[config.mk]
export PLATFORM = sky130hd
export DESIGN_NAME = stopwatch_ctrl_flat
export DESIGN_NICKNAME = d
export VERILOG_FILES = /design/src/rtl/stopwatch_if.sv /design/src/rtl/stopwatch_ctrl.sv /design/src/flat_wrapper.sv
export SDC_FILE = /design/constraint.sdc
export NUM_CORES = 1
export LEC_CHECK = 0
export BUFFER_PORTS_ARGS = -buffer_cell sky130_fd_sc_hd__buf_4
export CAP_MARGIN = 20
export CORE_UTILIZATION = 45
export DETAILED_ROUTE_END_ITERATION = 6
export PLACE_DENSITY = 0.72
export REMOVE_ABC_BUFFERS = 1
export SLEW_MARGIN = 5
export SYNTH_ARGS = -nofsm -noshare
export SYNTH_HDL_FRONTEND = slang
export SYNTH_SLANG_ARGS = --single-unit
[constraint.sdc]
create_clock -name clk -period 3.65 [get_ports clk]
set_clock_uncertainty 0.15 [all_clocks]
set_input_delay 0.365 -clock clk [delete_from_list [all_inputs] [get_ports clk]]
set_output_delay 0.365 -clock clk [all_outputs]
set_load 0.01 [all_outputs]
[src/rtl/stopwatch_if.sv]
// Key levels in, run/display status out for the stopwatch controller.
// Keys are plain debounced levels; no valid/ready handshake is involved.
interface stopwatch_if;
  logic       key_ss;
  logic       key_lr;
  logic       run;
  logic       lap_hold;
  logic       ovf;
  logic [7:0] disp_min;
  logic [7:0] disp_sec;
  logic [7:0] disp_cs;
  logic [1:0] state;

  modport master (
    output key_ss, key_lr,
    input  run, lap_hold, ovf, disp_min, disp_sec, disp_cs, state
  );

  modport slave (
    input  key_ss, key_lr,
    output run, lap_hold, ovf, disp_min, disp_sec, disp_cs, state
  );
endinterface

[src/rtl/stopwatch_ctrl.sv]
// Stopwatch run-control FSM with 10 ms prescaler, BCD MM:SS.cc time base,
// lap capture and display selection.
module stopwatch_ctrl #(
  parameter int unsigned TICK_DIV = 1_000_000
) (
  input  logic      clk,
  input  logic      rst,
  stopwatch_if.slave bus
);

  localparam int unsigned PW = (TICK_DIV > 2) ? $clog2(TICK_DIV) : 1;
  localparam logic [PW-1:0] PRE_MAX = PW'(TICK_DIV - 1);

  typedef enum logic [1:0] {
    S_IDLE  = 2'd0,
    S_RUN   = 2'd1,
    S_LAP   = 2'd2,
    S_PAUSE = 2'd3
  } state_t;

  state_t        state_q, state_d;
  logic          k1_ss, k2_ss, k1_lr, k2_lr;
  logic          ss_edge, lr_edge;
  logic          capture, clear, counting, tick;
  logic [PW-1:0] pre_q, pre_d;
  logic [7:0]    live_min, live_sec, live_cs;
  logic [7:0]    lap_min, lap_sec, lap_cs;
  logic [7:0]    cs_inc, sec_inc, min_inc;
  logic [7:0]    sec_nxt, min_nxt;
  logic          c_cs, c_sec, c_min, wrap;
  logic          ovf_q;

  // Returns {carry, next}; the digit pair rolls to 00 when it equals top.
  function automatic logic [8:0] bcd_inc(input logic [7:0] v, input logic [7:0] top);
    logic [8:0] r;
    if (v == top)
      r = {1'b1, 8'h00};
    else if (v[3:0] == 4'h9)
      r = {1'b0, v[7:4] + 4'h1, 4'h0};
    else
      r = {1'b0, v[7:4], v[3:0] + 4'h1};
    return r;
  endfunction

  // Key synchronisers run through reset so a key held across reset gives no edge.
  always_ff @(posedge clk) begin
    k1_ss <= bus.key_ss;
    k2_ss <= k1_ss;
    k1_lr <= bus.key_lr;
    k2_lr <= k1_lr;
  end

  assign ss_edge  = k1_ss & ~k2_ss;
  assign lr_edge  = k1_lr & ~k2_lr;
  assign counting = (state_q == S_RUN) || (state_q == S_LAP);
  assign tick     = counting && (pre_q == PRE_MAX);

  always_ff @(posedge clk) begin
    if (rst) state_q <= S_IDLE;
    else     state_q <= state_d;
  end

  // Start/stop has priority over lap/reset when both edges coincide.
  always_comb begin
    state_d = state_q;
    capture = 1'b0;
    clear   = 1'b0;
    case (state_q)
      S_IDLE: begin
        if (ss_edge) state_d = S_RUN;
      end
      S_RUN: begin
        if (ss_edge) begin
          state_d = S_PAUSE;
        end else if (lr_edge) begin
          state_d = S_LAP;
          capture = 1'b1;
        end
      end
      S_LAP: begin
        if (ss_edge)      state_d = S_PAUSE;
        else if (lr_edge) state_d = S_RUN;
      end
      S_PAUSE: begin
        if (ss_edge) begin
          state_d = S_RUN;
        end else if (lr_edge) begin
          state_d = S_IDLE;
          clear   = 1'b1;
        end
      end
      default: state_d = S_IDLE;
    endcase
  end

  // Prescaler holds in PAUSE so the sub-tick phase survives a pause.
  always_comb begin
    pre_d = pre_q;
    case (state_q)
      S_RUN, S_LAP: pre_d = tick ? '0 : pre_q + PW'(1);
      S_PAUSE:      pre_d = clear ? '0 : pre_q;
      default:      pre_d = '0;
    endcase
  end

  always_ff @(posedge clk) begin
    if (rst) pre_q <= '0;
    else     pre_q <= pre_d;
  end

  always_comb begin
    {c_cs, cs_inc}   = bcd_inc(live_cs, 8'h99);
    {c_sec, sec_inc} = bcd_inc(live_sec, 8'h59);
    {c_min, min_inc} = bcd_inc(live_min, 8'h59);
    sec_nxt = c_cs ? sec_inc : live_sec;
    min_nxt = (c_cs && c_sec) ? min_inc : live_min;
    wrap    = c_cs && c_sec && c_min;
  end

  always_ff @(posedge clk) begin
    if (rst || clear) begin
      live_min <= 8'h00;
      live_sec <= 8'h00;
      live_cs  <= 8'h00;
      ovf_q    <= 1'b0;
    end else if (tick) begin
      live_min <= min_nxt;
      live_sec <= sec_nxt;
      live_cs  <= cs_inc;
      ovf_q    <= ovf_q | wrap;
    end
  end

  // Capture uses the pre-update live value even when a tick lands on the same edge.
  always_ff @(posedge clk) begin
    if (rst) begin
      lap_min <= 8'h00;
      lap_sec <= 8'h00;
      lap_cs  <= 8'h00;
    end else if (capture) begin
      lap_min <= live_min;
      lap_sec <= live_sec;
      lap_cs  <= live_cs;
    end
  end

  always_comb begin
    bus.disp_min = live_min;
    bus.disp_sec = live_sec;
    bus.disp_cs  = live_cs;
    if (state_q == S_LAP) begin
      bus.disp_min = lap_min;
      bus.disp_sec = lap_sec;
      bus.disp_cs  = lap_cs;
    end
  end

  assign bus.run      = counting;
  assign bus.lap_hold = (state_q == S_LAP);
  assign bus.ovf      = ovf_q;
  assign bus.state    = state_q;

endmodule
[src/flat_wrapper.sv]
// flat-port wrapper written by rule: the top's interface ports become plain ports
module stopwatch_ctrl_flat 
#(
  parameter int unsigned TICK_DIV = 1_000_000
)
  (clk, rst, bus_key_ss, bus_key_lr, bus_run, bus_lap_hold, bus_ovf, bus_disp_min, bus_disp_sec, bus_disp_cs, bus_state);
  stopwatch_if bus_i ();
  input  logic clk;
  input  logic rst;
  input wire logic [$bits(bus_i.key_ss)-1:0] bus_key_ss;
  input wire logic [$bits(bus_i.key_lr)-1:0] bus_key_lr;
  output wire logic [$bits(bus_i.run)-1:0] bus_run;
  output wire logic [$bits(bus_i.lap_hold)-1:0] bus_lap_hold;
  output wire logic [$bits(bus_i.ovf)-1:0] bus_ovf;
  output wire logic [$bits(bus_i.disp_min)-1:0] bus_disp_min;
  output wire logic [$bits(bus_i.disp_sec)-1:0] bus_disp_sec;
  output wire logic [$bits(bus_i.disp_cs)-1:0] bus_disp_cs;
  output wire logic [$bits(bus_i.state)-1:0] bus_state;
  assign bus_i.key_ss = bus_key_ss;
  assign bus_i.key_lr = bus_key_lr;
  assign bus_run = bus_i.run;
  assign bus_lap_hold = bus_i.lap_hold;
  assign bus_ovf = bus_i.ovf;
  assign bus_disp_min = bus_i.disp_min;
  assign bus_disp_sec = bus_i.disp_sec;
  assign bus_disp_cs = bus_i.disp_cs;
  assign bus_state = bus_i.state;
  stopwatch_ctrl #(.TICK_DIV(TICK_DIV)) u_core (.clk(clk), .rst(rst), .bus(bus_i));
endmodule
==> flow_summary.yaml <==
clock_network:
  cts_sinks: 75
  clockRootBuffer: "clkbuf_8"
  cts_tree: "yes"
  cts_setup_buffers: 0
  numCtsBuffers: 9
  clock_path_buffers: 2
  hold_buffers: 2
  ctsResizeCount: 0
  htreeDepth: 3
  clk_pin_slew_ps: 80
  clock_latency_ps: 350
placed_design:
  gp_congestion: 0.854
  numPortBuffers: 32
  dp_hpwl_mm: 6.07
  placed_area_sq_um: 4210
detailed_routing:
  vias: 3491
  via_per_inst: 5.74
  routedWlPerCell_um: 14.5
  drc: 0
  drt-pass1-iter-count: 4
  first_iter_violations: 140
  routed_wl_mm: 8.82
  antenna_left: 0
power:
  leakagePower_nw: 1.53
  p_per_area_nw_per_um2: 397
  ir_worst_vdd_mv: 0.165
floorplanning:
  start_util_pct: 46.9
  fp-row-count: 33
  dieArea_sq_um: 9030
  die_x_um: 95.0
  pin_count: 33
  die_h_um: 95.0
  coreArea_sq_um: 8300
global_routing:
  grt_pass1_vias: 3309
  grt_start_max_net_pins: 44
  antenna_found_initial: 0
  grt_pass1_wl_mm: 14.8
  gr-total-overflow: 0
  grtUsageTotal_pct: 20.7
timing:
  post-route-period-util_pct: 76.3
  tns_ps: 0
  setup_viol: 0
  clock.fmax_mhz: 359
  rsz0062_at_grt: "no"
  relSlewSlack_pct: 35.6
  period_minus_slack_ps: 2790
  finalMaxSlewViolations: 0
  final_hold_viol_count: 0
  tightest_slew_ps: 963
critical_path:
  cp_slowest_cell: "or4_4"
  worstSetupPathType: "reg2reg"
  required_ps: 3770
  worst-path-buf-inv: 0
  worstPathCellList: "ha_1 > nand3_1 > or4_4 > or4_4 > or4_1 > a21oi_1"
  cp-end-kind: "register"
  critPathTopFamily: "simple AND/OR/NAND/NOR gates"
  slowest_delay_ps: 550
  critical_path_arrival_ps: 2900
  cp-start-kind: "register"
  crit_fanout: 7
  cp_common_cell: "or4_4"
synth:
  synth.area.top_cells: "dfxtp_1 39%, nand2_1 8.1%, a21oi_1 6.2%, mux2_2 5.8%, ha_1 5.5%"
  synth_ff_type: "dfxtp_1"
  ys_warn_count: 0
  synthAdderAreaFrac_pct: 5.46
  yosys.area.top_type: "dfxtp_1"
  synthTopCellsByCount: "84 x nand2_1, 75 x dfxtp_1, 48 x a21oi_1"
  synth_top_family_by_area: "simple AND/OR/NAND/NOR gates"
  netlist_area_sq_um: 3890
  synth_most_common_cell: "nand2_1"
  synth-seq-area-share_pct: 38.5
  async_flop_share_pct: 0
  synth_cell_types: 50
  netlist.area_leader.share_pct: 38.5
  muxShareOfSynthArea_pct: 7.84
  ys_ff_latch: 75
  synth_simple_gate_area_share_pct: 28.6
  synth-edff-count: 0
  synth_cells: 474
  synth_xor_area_share_pct: 0.450
  synth_compound_area_share_pct: 15.4
  syn_area_per_cell_sq_um: 8.22
cells_and_area:
  fin_area_sq_um: 4420
  nFillCells: 776
  diodes: 0
  drive_gt1_share_pct: 16.5
  area_growth_pct: 13.5
  nets: 520
outcome:
  outcome: "complete, no violations"
hold_path:
  hold_class: "reg2reg"
flow_run:
  drv_cap: 0
## registers in the layout (all words and copies together), names as in the netlist, 2 cells and up
name,cells
u_core.bus.state,2
u_core.lap_cs,8
u_core.lap_min,8
u_core.lap_sec,8
u_core.live_cs,8
u_core.live_min,8
u_core.live_sec,8
u_core.pre_q,20
## metal layers
layer / GRT usage (%) / up-vias / routed length [um]
li1: - / 1761 / -
met4: 8.71 / 0 / 165
met1: 25.4 / 1630 / 4010
met2: 35.2 / 84 / 4260
met3: 3.99 / 16 / 380
met5: 0 / - / 0
## cells by family (layout without fill, tap and decap cells)
group           Yosys count  in the layout
simple gates            210            210
mux                      28             28
compound gates          103            103
buf+inv                  39             68
xor+xnor                  2              2
fa+ha+maj                17             17
flops                    75             75
## cell type report
class / instances / area (sq um) / area share, %
multi-input combinational: 360 / 2250 / 50.8
sequential: 75 / 1500 / 34.0
timing repair buffer: 38 / 290 / 6.57
clock buffer: 11 / 141 / 3.20
tap: 105 / 131 / 2.97
inverter: 15 / 56.3 / 1.27
clock inverter: 4 / 51.3 / 1.16
## through the flow
step / util [%] / hold WS (ps) / instances / setup WS, ps / total power [mW]
2_1_floorplan: - / 174 / 450 / 697 / 1.04
3_3_place_gp: 50.7 / 184 / 591 / 992 / 1.13
3_5_place_dp: 50.7 / 187 / 591 / 894 / 1.14
4_1_cts: 53.2 / 203 / 608 / 874 / 1.77
5_1_grt: 53.2 / 207 / 608 / 687 / 1.83
6_report: 53.2 / 199 / 608 / 865 / 1.75
## power by group
part	internal, mW	total (mW)	leakage (nW)	switching [mW]
clock	0.331	0.631	0.0954	0.300
sequential	0.831	0.845	0.606	0.0143
combinational	0.0948	0.277	0.825	0.182
total	1.26	1.75	1.53	0.497
## layout by cell type (no fill, tap or decap), drive strengths merged, types with 4 or more instances in the layout
cell type   n
nand2      84
dfxtp      75
a21oi      48
buf        36
nand3      25
o21ai      24
mux2       20
nor2       17
ha         17
or3        16
inv        15
or4        12
clkbuf     11
nand3b      9
a31oi       9
mux2i       8
nand4       7
o211ai      6
nand4b      5
and3b       5
nor4        5
nor3        4
and3        4
## final timing paths
check / from / to / slack (ps) / cells past startpoint
min: u_core.k1_lr$_DFF_P_ / u_core.k2_lr$_DFF_P_ / 200 / 0
max: u_core.pre_q[0]$_SDFFE_PP0P_ / u_core.live_sec[7]$_SDFFE_PP0P_ / 860 / 6
max reg2reg: u_core.pre_q[0]$_SDFFE_PP0P_ / u_core.live_sec[7]$_SDFFE_PP0P_ / 860 / 6
min reg2reg: u_core.k1_lr$_DFF_P_ / u_core.k2_lr$_DFF_P_ / 200 / 0
## worst register-to-register path: cells and delay by family (launching register included)
| kind | cells | cell delay (ps) |
|---|---|---|
| AO/OA/AOI/OAI | 1 | 170 |
| AND/OR/NAND/NOR | 4 | 1710 |
| adder cells (fa/ha/maj) | 1 | 300 |
| flip-flops | 1 | 370 |
Note: power is estimated with default switching activity, not from simulation.
